[src/rtl/line_arb_pkg.sv]
// Shared types and line geometry for the cacheline memory port arbiter.
package line_arb_pkg;

  typedef enum logic [1:0] {
    IDLE = 2'd0,
    DMD  = 2'd1,
    PF   = 2'd2
  } arb_state_t;

  localparam int LINE_BYTES       = 32;
  localparam int LINE_OFFSET_BITS = $clog2(LINE_BYTES);

endpackage

[src/rtl/line_mem_arbiter_if.sv]
// Cacheline adaptor port: the arbiter is master, the adaptor/memory is slave.
interface line_mem_arbiter_if #(
  parameter int ADDR_W = 32,
  parameter int LINE_W = 256
);
  logic              read;
  logic              write;
  logic [ADDR_W-1:0] address;
  logic [LINE_W-1:0] wdata;
  logic [LINE_W-1:0] rdata;
  logic              resp;

  modport master (output read, output write, output address, output wdata,
                  input  rdata, input  resp);
  modport slave  (input  read, input  write, input  address, input  wdata,
                  output rdata, output resp);
endinterface

[src/rtl/line_arb_starve_ctr.sv]
// Saturating count of demand grants taken while a prefetch waits.
module line_arb_starve_ctr #(
  parameter int STARVE_LIMIT = 8
) (
  input  logic clk,
  input  logic rst,
  input  logic inc,
  input  logic clr,
  output logic at_limit
);
  localparam bit          ENABLED = (STARVE_LIMIT > 0);
  localparam int          CW      = ENABLED ? $clog2(STARVE_LIMIT + 1) : 1;
  localparam logic [CW-1:0] LIM   = CW'(STARVE_LIMIT);

  logic [CW-1:0] cnt;

  always_ff @(posedge clk or negedge rst) begin
    if (!rst) begin
      cnt <= '0;
    end else if (clr) begin
      cnt <= '0;
    end else if (inc && ENABLED && (cnt != LIM)) begin
      cnt <= cnt + CW'(1);
    end
  end

  assign at_limit = ENABLED && (cnt == LIM);

endmodule

[src/rtl/line_mem_arbiter.sv]
// Shares one cacheline memory port between demand misses and the next-line
// prefetcher; demand reads hitting the in-flight prefetch line ride along on it.
module line_mem_arbiter
  import line_arb_pkg::*;
#(
  parameter int STARVE_LIMIT = 8,
  parameter int ADDR_W       = 32,
  parameter int LINE_W       = 256
) (
  input  logic              clk,
  input  logic              rst,
  input  logic              dmd_read,
  input  logic              dmd_write,
  input  logic [ADDR_W-1:0] dmd_address,
  input  logic [LINE_W-1:0] dmd_wdata,
  output logic [LINE_W-1:0] dmd_rdata,
  output logic              dmd_resp,
  input  logic              pf_read,
  input  logic [ADDR_W-1:0] pf_address,
  output logic [LINE_W-1:0] pf_rdata,
  output logic              pf_resp,
  line_mem_arbiter_if.master mem
);
  localparam logic [ADDR_W-1:0] LINE_MASK = ~ADDR_W'(LINE_BYTES - 1);

  arb_state_t        state, state_nxt;
  logic              merge_q, merge_nxt, merge_hit;
  logic              read_q, write_q;
  logic [ADDR_W-1:0] addr_q;
  logic [LINE_W-1:0] wdata_q;
  logic              grant_dmd, grant_pf, at_limit;

  always_comb begin
    state_nxt = state;
    merge_nxt = merge_q;
    merge_hit = 1'b0;
    grant_dmd = 1'b0;
    grant_pf  = 1'b0;
    dmd_resp  = 1'b0;
    pf_resp   = 1'b0;
    case (state)
      IDLE: begin
        if ((dmd_read || dmd_write) && !(pf_read && at_limit)) begin
          grant_dmd = 1'b1;
          state_nxt = DMD;
        end else if (pf_read) begin
          grant_pf  = 1'b1;
          state_nxt = PF;
        end
      end
      DMD: begin
        if (mem.resp) begin
          dmd_resp  = 1'b1;
          state_nxt = IDLE;
        end
      end
      PF: begin
        // Only reads may share the prefetch; a write must reach memory itself.
        merge_hit = dmd_read && !dmd_write &&
                    (dmd_address[ADDR_W-1:LINE_OFFSET_BITS] == addr_q[ADDR_W-1:LINE_OFFSET_BITS]);
        if (mem.resp) begin
          pf_resp   = 1'b1;
          dmd_resp  = merge_q || merge_hit;
          merge_nxt = 1'b0;
          state_nxt = IDLE;
        end else if (merge_hit) begin
          merge_nxt = 1'b1;
        end
      end
      default: state_nxt = IDLE;
    endcase
  end

  always_ff @(posedge clk or negedge rst) begin
    if (!rst) begin
      state   <= IDLE;
      merge_q <= 1'b0;
      read_q  <= 1'b0;
      write_q <= 1'b0;
      addr_q  <= '0;
      wdata_q <= '0;
    end else begin
      state   <= state_nxt;
      merge_q <= merge_nxt;
      if (grant_dmd) begin
        read_q  <= !dmd_write;
        write_q <= dmd_write;
        addr_q  <= dmd_address & LINE_MASK;
        wdata_q <= dmd_wdata;
      end else if (grant_pf) begin
        read_q  <= 1'b1;
        write_q <= 1'b0;
        addr_q  <= pf_address & LINE_MASK;
        wdata_q <= '0;
      end else if (mem.resp && (state != IDLE)) begin
        read_q  <= 1'b0;
        write_q <= 1'b0;
      end
    end
  end

  line_arb_starve_ctr #(
    .STARVE_LIMIT(STARVE_LIMIT)
  ) u_starve_ctr (
    .clk      (clk),
    .rst      (rst),
    .inc      (grant_dmd && pf_read),
    .clr      (grant_pf),
    .at_limit (at_limit)
  );

  assign mem.read    = read_q;
  assign mem.write   = write_q;
  assign mem.address = addr_q;
  assign mem.wdata   = wdata_q;
  assign dmd_rdata   = mem.rdata;
  assign pf_rdata    = mem.rdata;

endmodule

[src/flat_wrapper.sv]
// flat-port wrapper written by rule: the top's interface ports become plain ports
module line_mem_arbiter_flat import line_arb_pkg::*;
#(
  parameter int STARVE_LIMIT = 8,
  parameter int ADDR_W       = 32,
  parameter int LINE_W       = 256
)
  (clk, rst, dmd_read, dmd_write, dmd_address, dmd_wdata, dmd_rdata, dmd_resp, pf_read, pf_address, pf_rdata, pf_resp, mem_read, mem_write, mem_address, mem_wdata, mem_rdata, mem_resp);
  line_mem_arbiter_if #(.ADDR_W(ADDR_W), .LINE_W(LINE_W)) mem_i ();
  input  logic clk;
  input  logic rst;
  input  logic dmd_read;
  input  logic dmd_write;
  input  logic [ADDR_W-1:0] dmd_address;
  input  logic [LINE_W-1:0] dmd_wdata;
  output logic [LINE_W-1:0] dmd_rdata;
  output logic dmd_resp;
  input  logic pf_read;
  input  logic [ADDR_W-1:0] pf_address;
  output logic [LINE_W-1:0] pf_rdata;
  output logic pf_resp;
  output wire logic [$bits(mem_i.read)-1:0] mem_read;
  output wire logic [$bits(mem_i.write)-1:0] mem_write;
  output wire logic [$bits(mem_i.address)-1:0] mem_address;
  output wire logic [$bits(mem_i.wdata)-1:0] mem_wdata;
  input wire logic [$bits(mem_i.rdata)-1:0] mem_rdata;
  input wire logic [$bits(mem_i.resp)-1:0] mem_resp;
  assign mem_read = mem_i.read;
  assign mem_write = mem_i.write;
  assign mem_address = mem_i.address;
  assign mem_wdata = mem_i.wdata;
  assign mem_i.rdata = mem_rdata;
  assign mem_i.resp = mem_resp;
  line_mem_arbiter #(.STARVE_LIMIT(STARVE_LIMIT), .ADDR_W(ADDR_W), .LINE_W(LINE_W)) u_core (.clk(clk), .rst(rst), .dmd_read(dmd_read), .dmd_write(dmd_write), .dmd_address(dmd_address), .dmd_wdata(dmd_wdata), .dmd_rdata(dmd_rdata), .dmd_resp(dmd_resp), .pf_read(pf_read), .pf_address(pf_address), .pf_rdata(pf_rdata), .pf_resp(pf_resp), .mem(mem_i));
endmodule
[config.mk]
export PLATFORM = sky130hd
export DESIGN_NAME = line_mem_arbiter_flat
export DESIGN_NICKNAME = d
export VERILOG_FILES = /design/src/rtl/line_arb_pkg.sv /design/src/rtl/line_mem_arbiter_if.sv /design/src/rtl/line_arb_starve_ctr.sv /design/src/rtl/line_mem_arbiter.sv /design/src/flat_wrapper.sv
export SDC_FILE = /design/constraint.sdc
export NUM_CORES = 1
export LEC_CHECK = 0
export BUFFER_PORTS_ARGS = -buffer_cell sky130_fd_sc_hd__buf_2
export CORE_AREA = 2 2 533 535
export DETAILED_ROUTE_END_ITERATION = 10
export DIE_AREA = 0 0 535 537
export HOLD_SLACK_MARGIN = 0.02
export PLACE_DENSITY = 0.31
export RECOVER_POWER = 50
export SLEW_MARGIN = 20
export SYNTH_ARGS = -nofsm -noshare
export SYNTH_HDL_FRONTEND = slang
export SYNTH_SLANG_ARGS = --single-unit
[constraint.sdc]
create_clock -name clk -period 2.2 [get_ports clk]
set_input_delay 0.11 -clock clk [delete_from_list [all_inputs] [get_ports clk]]
set_output_delay 0.11 -clock clk [all_outputs]
set_load 0.05 [all_outputs]
==> results.yml, run 1 <==
worst_setup_path:
  r2r_start: "u_core.u_starve_ctr.cnt[0]"
  cp_max_fo: 2
  cp-startpoint: "u_core.mem.address[30]"
  ff2ff_setup_slack_ns: 0.15
  regToRegEndpoint: "u_core.mem.write"
  critPathKind: "reg2out"
  reg2reg_depth: 6
  worstSetupEndpointType: "output port"
  worstPathArrival_ns: 2.43
  required_ns: 2.09
  start_kind: "register"
  cp-endpoint: "dmd_resp"
sta:
  clock.fmax_mhz: 394
  min_period_ns: 2.54
  maxSlewHeadroom: 0.0920
  setup_ws_ns: -0.336
  tightest_slew_ns: 1.36
  finalSetupViolations: 1
  fin_skew_ns: 0.0331
  rsz0062_at_grt: "yes"
  tns_ns: -0.336
  drv_slew: 0
  finalCritPeriodShare: 1.15
  hold_violations: 0
synthesis:
  synthArstFlopShare: 1.00
  synth_largest_area_cell: "dfrtp_1"
  avgSynthCellArea_um2: 8.93
  yosysSeqAreaShare: 0.443
  ys_warn_count: 0
  synth_most_common_cell: "buf_4"
  yosys_register_bits: 292
  synth-edff-count: 0
  synth_top_area_frac: 0.443
  synth_top_flop_cell: "dfrtp_1"
  synthCells: 1849
  netlist_area_mm2: 0.0165
  ys_top_cells_by_area: "dfrtp_1 44%, buf_4 24%, nand3_1 7.8%"
  ys_types: 35
  ys_top_cells_by_count: "538 x buf_4, 292 x dfrtp_1, 264 x inv_1"
hold_path:
  min_path_type: "in2reg"
placed_design:
  dp_hpwl_um: 137000
  io_buffers: 602
  dp.cells: 5649
  post_dp_cell_area_mm2: 0.0205
  place_congestion: 0.735
grt:
  grt_pass1_vias: 15100
  grt_max_degree: 80
  grt_pass1_wl_um: 188000
  gr-usage-all-layers: 0.105
  overflow: 0
  antenna_found_initial: 89
layout:
  finalInstanceArea_mm2: 0.0253
  final_nets: 2868
  register_area_mm2: 0.00731
  layout-drive-gt1-share: 0.330
  layout.cells.non_filler: 6064
  multiInputGateArea_mm2: 0.00378
  n_fill_cell: 32900
  area_growth_pct: 53.1
die:
  row_count: 195
  core_mm2: 0.281
  initial_core_util: 0.0587
  die_x_um: 535
  ios: 1386
  dieArea_mm2: 0.287
  die_y_um: 537
route:
  drt_iter0_markers: 609
  drc_errors: 0
  wl_um: 157000
  vias_per_cell: 2.39
  dr.pass1.iters: 5
  vias: 14500
  wire_per_inst_um: 25.9
  detail-route-antenna-nets: 0
clocking:
  htree_levels: 2
  clk_latency_ns: 0.70
  cts_root_buffer: "clkbuf_16"
  cts_num_sinks: 292
  cts_tree: "done"
  clk_path_buf_depth: 3
  clk_pin_slew_ns: 0.06
  cts_buffers: 48
power:
  leakagePower_uw: 0.0112
  powerDensity_mw_per_mm2: 1540
  vdd_ir_drop_max_mv: 0.613
run_status:
  violations: "negative setup slack"
  status: "complete, but fails checks"
flow_run:
  drv_cap: 0
power by group:
group | leakage, uW | total (uW) | switching, uW | internal (uW)
Sequential | 0.00366 | 9190 | 1400 | 7800
Clock | 0.000766 | 7990 | 3280 | 4710
Combinational | 0.00679 | 21700 | 17000 | 4640
how the worst min path moves through the flow:
| stage | cells after the start | from | slack (ns) | end |
|---|---|---|---|---|
| after floorplan | 0 | rst | -0.19 | u_core.mem.address[10] |
| after global placement | 1 | rst | 0.17 | u_core.mem.address[12] |
| after detailed placement | 1 | rst | 0.17 | u_core.mem.address[12] |
| after CTS | 4 | dmd_wdata[74] | 0.1 | u_core.mem.wdata[74] |
| after global routing | 4 | dmd_wdata[208] | 0.16 | u_core.mem.wdata[208] |
| final | 6 | dmd_address[29] | 0.20 | u_core.merge_q |
registers in the layout, summed over array words and instances, names as in the netlist:
signal / count
u_core.mem.write: 1
u_core.state: 2
u_core.mem.wdata: 256
u_core.u_starve_ctr.cnt: 4
u_core.merge_q: 1
u_core.mem.address: 27
u_core.mem.read: 1
metrics by stage:
step                      hold slack, ns  utilization  power (uW)  worst slack [ns]
final                              0.202       0.0898       38800            -0.336
after floorplan                   -0.186            -       24700             0.107
after global placement             0.168       0.0729       30900            -0.215
after global routing               0.163       0.0898       41700            -0.519
after CTS                         0.0979       0.0902       40200            -0.535
after detailed placement           0.169       0.0729       31000            -0.186
layout make-up:
cell class                 instances  share of cell area
sequential                       292               0.289
timing repair buffer             994               0.274
tap                             3743               0.185
clock buffer                      68              0.0549
inverter                         264              0.0392
multi-input combinational        681               0.149
clock inverter                    17             0.00762
antenna                            5            0.000495
cell families (layout without fill, tap and decap cells):
family                     count (synthesis)  in the layout  share of synthesized area
buffers and inverters                    880           1343                      0.332
AOI/OAI and AO/OA                        329            329                      0.111
and+or+nand+nor                          315            315                     0.0965
DFF                                      292            292                      0.443
xor gates and xnor gates                  27             27                     0.0143
adders and majority gates                  5              5                    0.00379
other                                      1             10                   0.000227
critical path: stages, from the launching register on:
cell	delay, ns
dfrtp_1	0.40
xor2_1	0.15
nor4_2	0.40
buf_4	0.22
nand4_1	0.16
o21ai_2	0.22
buf_12	0.16
what timing repair did:
action	in CTS	in global routing
endpoints found under the setup margin	1	2
endpoints found under the hold margin	566	0
pin swaps	3	2
setup buffers	3	0
gates resized for setup	4	1
hold buffers	322	0
routing by layer:
layer	share of wire	vias to the layer above	wire length (um)	track usage
li1	-	6260	-	-
met1	0.26	6487	40300	0.0755
met2	0.46	1367	72100	0.174
met3	0.24	351	37800	0.118
met4	0.041	21	6510	0.0367
met5	0.0024	-	379	0.00691
layout by cell type (no fill, tap or decap), types with 6 or more instances in the layout:
master / count
buf_2: 600
dlygate4sd3_1: 321
dfrtp_1: 292
inv_1: 264
nand3_1: 258
o21ai_0: 252
clkbuf_16: 50
buf_4: 44
a21oi_1: 31
nor2_1: 30
xor2_1: 27
o22ai_2: 20
clkbuf_1: 20
buf_12: 14
o22ai_1: 10
o21ai_1: 9
clkbuf_8: 7
clkinv_2: 6
(Power assumes the default switching activity.)
==> run 2, diff against run 1 <==
Settings changed: CORE_AREA 2 2 533 535 to 2 2 539 541, DIE_AREA 0 0 535 537 to 0 0 541 543.
Clock period 2.2 ns to 2.21 ns, I/O delays scaled along.
==> results.yml, run 2 (same netlist as run 1, synthesis figures left out) <==
placed_design:
  dp_slack_ns: -0.0775
  dp_hpwl_um: 141000
  io_buffers: 602
  place_congestion: 0.727
  post_dp_cell_area_mm2: 0.0205
die:
  die_x_um: 541
  core_mm2: 0.287
  die_y_um: 543
  initial_core_util: 0.0575
  ios: 1386
  row_count: 197
  dieArea_mm2: 0.294
route:
  drt_iter0_markers: 598
  detail-route-antenna-nets: 0
  dr.pass1.iters: 4
  wl_um: 161000
  drc_errors: 0
  vias_per_cell: 2.37
  vias: 14400
  wire_per_inst_um: 26.4
sta:
  clock.fmax_mhz: 404
  min_period_ns: 2.47
  hold_violations: 0
  setup_ws_ns: -0.263
  drv_slew: 0
  fin_skew_ns: 0.0567
  tightest_slew_ns: 1.39
  maxSlewHeadroom: 0.0741
  finalCritPeriodShare: 1.12
  rsz0062_at_grt: "yes"
  finalSetupViolations: 1
clocking:
  cts_tree: "done"
  htree_levels: 2
  cts_num_sinks: 292
  clk_pin_slew_ns: 0.06
  cts_root_buffer: "clkbuf_16"
  clk_path_buf_depth: 3
  cts_buffers: 47
  clk_latency_ns: 0.70
worst_setup_path:
  worstPathArrival_ns: 2.36
  cpLargestDelayFamily: "simple AND/OR/NAND/NOR gates"
  required_ns: 2.10
  max_stage_delay_ns: 0.41
  start_kind: "register"
  cp_cell_sequence: "xor2_2, nor4_4, buf_4, nand4_1, o21ai_2, buf_12"
  critPathKind: "reg2out"
  path_buf_inv: 2
  slowest_stage: "dfrtp_1"
  worstSetupEndpointType: "output port"
  cp_max_fo: 3
layout:
  area_growth_pct: 53.3
  largest_reg_flops: 256
  final_cell_mix: "600 x buf_2, 320 x dlygate4sd3_1, 292 x dfrtp_1"
  final_nets: 2856
  final_common_cell: "buf_2"
  finalInstanceArea_mm2: 0.0253
  layout-drive-gt1-share: 0.332
grt:
  overflow: 0
  gr-usage-all-layers: 0.105
  grt_max_degree: 86
  grt_pass1_wl_um: 193000
  grt_pass1_vias: 15100
  antenna_found_initial: 89
flow_run:
  drv_cap: 0
power:
  p_total_uw: 39200
  leakagePower_uw: 0.0112
  vdd_ir_drop_max_mv: 0.668
  powerDensity_mw_per_mm2: 1550
run_status:
  violations: "negative setup slack"
  status: "complete, but fails checks"
hold_path:
  min_path_type: "in2reg"
## run 2: per-layer routing
| metal | vias to the layer above | routed length [um] | track usage |
|---|---|---|---|
| li1 | 6246 | - | - |
| met1 | 6478 | 38900 | 0.0717 |
| met2 | 1306 | 72100 | 0.169 |
| met3 | 407 | 39900 | 0.119 |
| met4 | 12 | 9920 | 0.0569 |
| met5 | - | 272 | 0.00592 |
## run 2: layout make-up
class	instances	area, um^2
tap	3781	4730
antenna	9	22.5
sequential	292	7310
clock inverter	19	235
clock buffer	63	1330
multi-input combinational	681	3790
timing repair buffer	983	6910
inverter	264	991
fill	33600	262000
## run 2: where the power goes
part	switching (uW)	internal [uW]	total (uW)
sequential	1370	7760	9130
clock	3280	4650	7930
combinational	17400	4690	22100
total	22100	17100	39200
## run 2: timing repair
item / in CTS / in global routing
hold buffers: 321 / 0
hold endpoints to repair: 538 / 0
pin swaps: 5 / 6
gates resized for setup: 4 / 2
setup endpoints to repair: 1 / 6
setup buffers: 3 / 3
cloned: 0 / 1
## run 2: stage by stage
stage               hold WS, ns  setup TNS (ns)  utilization  instances
finish                    0.173          -0.263       0.0881       6092
global route              0.137           -1.16       0.0880       6089
CTS                      0.0279          -0.455       0.0881       6079
detailed placement        0.132         -0.0775       0.0713       5673
global placement          0.134               0       0.0713       5673
floorplan                -0.185               0            -       1853
## run 2: final timing paths
kind / end / cells after the start / from / slack [ns]
min reg2reg: u_core.mem.wdata[143] / 2 / u_core.mem.wdata[143] / 0.49
min in group asynchronous: u_core.mem.wdata[211] / 3 / rst / 0.90
max reg2reg: u_core.mem.write / 6 / u_core.u_starve_ctr.cnt[0] / 0.18
max: dmd_resp / 6 / u_core.mem.address[29] / -0.26
min: u_core.u_starve_ctr.cnt[0] / 4 / dmd_write / 0.17
max in group asynchronous: u_core.mem.wdata[162] / 3 / rst / 0.26
## run 2: tightest hold or removal path, cell delays in order
cell	delay, ns
buf_2	0.19
or2_1	0.29
nand4_1	0.12
o21ai_0	0.10
==> run 3, diff against run 2 <==
Settings changed: CORE_AREA 2 2 539 541 to 2 2 545 547, DIE_AREA 0 0 541 543 to 0 0 547 549, PLACE_DENSITY 0.31 to 0.3, SYNTH_HIERARCHICAL set to 1.
==> results.yml, run 3 <==
flow_run:
  drv_cap: 0
worst_setup_path:
  r2r_start: "u_core/u_starve_ctr/cnt[0]"
  cp_cell_sequence: "xor2_1, nor4_2, buf_4, nand4_1, o21ai_1, buf_4, buf_12"
  cpLargestDelayFamily: "simple AND/OR/NAND/NOR gates"
  ff2ff_setup_slack_ns: 0.13
  critPathKind: "reg2out"
  worstPathArrival_ns: 2.43
  slowest_stage: "dfrtp_1"
  reg2reg_depth: 10
  regToRegEndpoint: "u_core/mem.wdata[196]"
  start_kind: "register"
  required_ns: 2.10
  critical_path.most_common_cell: "buf_4"
  worstSetupEndpointType: "output port"
  path_buf_inv: 3
  cp_max_fo: 3
  max_stage_delay_ns: 0.40
route:
  drt_iter0_markers: 439
  drc_errors: 0
  wl_um: 147000
  dr.pass1.iters: 4
  vias: 11800
  detail-route-antenna-nets: 0
  wire_per_inst_um: 25.8
  vias_per_cell: 2.06
placed_design:
  io_buffers: 602
  dp_hpwl_um: 130000
  place_congestion: 0.762
hold_path:
  min_path_type: "in2out"
  holdPathStages: 0
  worstHoldStart: "mem_rdata[150]"
  whs_endpoint: "dmd_rdata[150]"
grt:
  grtUsageMet2: 0.157
  grt_pass1_wl_um: 176000
  antenna_found_initial: 40
  use_met1: 0.0641
  grtUsageMet3: 0.111
  gr-usage-all-layers: 0.0941
  busiest_layer: "met2"
  overflow: 0
  grt_pass1_vias: 12800
  grt_max_degree: 78
synthesis:
  netlist_area_mm2: 0.0150
  synthCells: 1283
  synthArstFlopShare: 1.00
  synth-edff-count: 0
  synth_top_flop_cell: "dfrtp_1"
  ys_warn_count: 6
  avgSynthCellArea_um2: 11.7
  ys_types: 31
  synth_top_area_frac: 0.487
  synth_largest_area_cell: "dfrtp_1"
  yosys_register_bits: 292
  ys_top_cells_by_count: "549 x buf_4, 292 x dfrtp_1, 283 x a22o_1"
  synth_most_common_cell: "buf_4"
  yosysSeqAreaShare: 0.487
  ys_top_cells_by_area: "dfrtp_1 49%, buf_4 27%, a22o_1 17%"
sta:
  finalSetupViolations: 1
  drv_slew: 0
  fin_skew_ns: 0.0316
  setup_ws_ns: -0.332
  rsz0062_at_grt: "yes"
  finalCritPeriodShare: 1.15
  tightest_slew_ns: 0.839
  maxSlewHeadroom: 0.441
  timing.hold.ws_ns: 0.221
  hold_violations: 0
  tns_ns: -0.332
  clock.fmax_mhz: 393
  min_period_ns: 2.54
die:
  row_count: 200
  core_mm2: 0.295
  die_x_um: 547
  initial_core_util: 0.0509
  ios: 1386
  dieArea_mm2: 0.300
  die_y_um: 549
clocking:
  cts_buffers: 38
  clk_path_buf_depth: 3
  clk_pin_slew_ns: 0.06
  clk_latency_ns: 0.61
  cts_num_sinks: 292
  cts_tree: "done"
  htree_levels: 2
  cts_root_buffer: "clkbuf_16"
run_status:
  violations: "negative setup slack"
  status: "complete, but fails checks"
layout:
  register_area_mm2: 0.00731
  layout-drive-gt1-share: 0.415
  multiInputGateArea_mm2: 0.00336
  n_fill_cell: 34400
  final_common_cell: "buf_2"
  final_nets: 2316
  area_growth_pct: 58.4
  final_cell_mix: "600 x buf_2, 320 x dlygate4sd3_1, 292 x dfrtp_1"
  largest_reg_flops: 256
power:
  vdd_ir_drop_max_mv: 0.810
  leakagePower_uw: 0.0101
  powerDensity_mw_per_mm2: 1640
run 3: cell count changes after synthesis, sizes merged, moves of 21 or more:
| cell | previous run | this run |
|---|---|---|
| a21o | 1 | 27 |
| a21oi | 31 | 7 |
| a22o | 2 | 283 |
| clkbuf | 50 | 3 |
| inv | 264 | 8 |
| nand3 | 259 | 0 |
| nor2 | 30 | 9 |
| o21ai | 262 | 4 |
| o22ai | 30 | 1 |
run 3: power by group:
| part | total [uW] | internal (uW) | switching (uW) | leakage, uW |
|---|---|---|---|---|
| registers | 9750 | 7970 | 1780 | 0.00361 |
| logic | 22700 | 5910 | 16800 | 0.00590 |
| clock network | 6500 | 3700 | 2790 | 0.000626 |
| total | 38900 | 17600 | 21400 | 0.0101 |
run 3: final cells by class:
| class | instances | share of cell area |
|---|---|---|
| flip-flops and latches | 292 | 0.307 |
| repair buffers | 986 | 0.289 |
| well taps | 3939 | 0.207 |
| multi-input cells | 403 | 0.142 |
| clock buffers | 52 | 0.0456 |
| clock inverters | 16 | 0.00710 |
| inverters | 8 | 0.00126 |
| diodes | 8 | 0.000842 |
run 3: worst reg2reg max path: stages, from the launching register on:
cell and delay [ns]:
dfrtp_1 0.37, inv_1 0.09, ha_1 0.15, nand2_1 0.07, nor2_1 0.14, nand2_1 0.09
and3b_4 0.21, nor2_4 0.21, buf_4 0.19, buf_12 0.25, a22o_1 0.23
run 3: repair_timing:
item                                    CTS  global route
endpoints found under the hold margin   559             0
resized for setup                         1             1
endpoints found under the setup margin    1             2
pin swaps                                 2             0
gates cloned                              0             0
hold buffers                            321             0
buffers inserted                          2             0
run 3: kinds of logic after synthesis:
kind of cell	count (synthesis)	synth area share
AO/OA/AOI/OAI	327	0.186
XOR/XNOR	28	0.0163
adder cells (fa/ha/maj)	5	0.00417
buffers and inverters	592	0.292
flip-flops	292	0.487
multiplexers	2	0.00167
other	1	0.000250
AND/OR/NAND/NOR	36	0.0131
run 3: routing by layer:
layer,wire length (um),vias up
li1,-,4866
met1,35000,5422
met2,69200,1189
met3,37500,258
met4,4850,30
met5,423,-
run 3: worst max-delay path by stage:
stage	cells past startpoint	to	from	slack, ns
2_1_floorplan	4	dmd_resp	u_core/mem.address[28]	0.13
3_3_place_gp	9	u_core/mem.wdata[96]	u_core/u_starve_ctr/cnt[0]	0.14
3_5_place_dp	10	u_core/mem.wdata[196]	u_core/u_starve_ctr/cnt[0]	0.16
4_1_cts	7	dmd_resp	u_core/mem.address[23]	-0.39
5_1_grt	7	dmd_resp	u_core/mem.address[23]	-0.45
6_report	7	dmd_resp	u_core/mem.address[23]	-0.33
run 3: metrics by stage:
stage	std cells	power (uW)	util	instance area (um^2)	setup WS, ns
finish	5704	38900	0.0806	23800	-0.332
global route	5698	41300	0.0805	23800	-0.453
CTS	5696	40000	0.0808	23800	-0.394
detailed placement	5305	32500	0.0655	19300	0.160
global placement	5305	32600	0.0655	19300	0.145
floorplan	1287	26100	-	15000	0.129
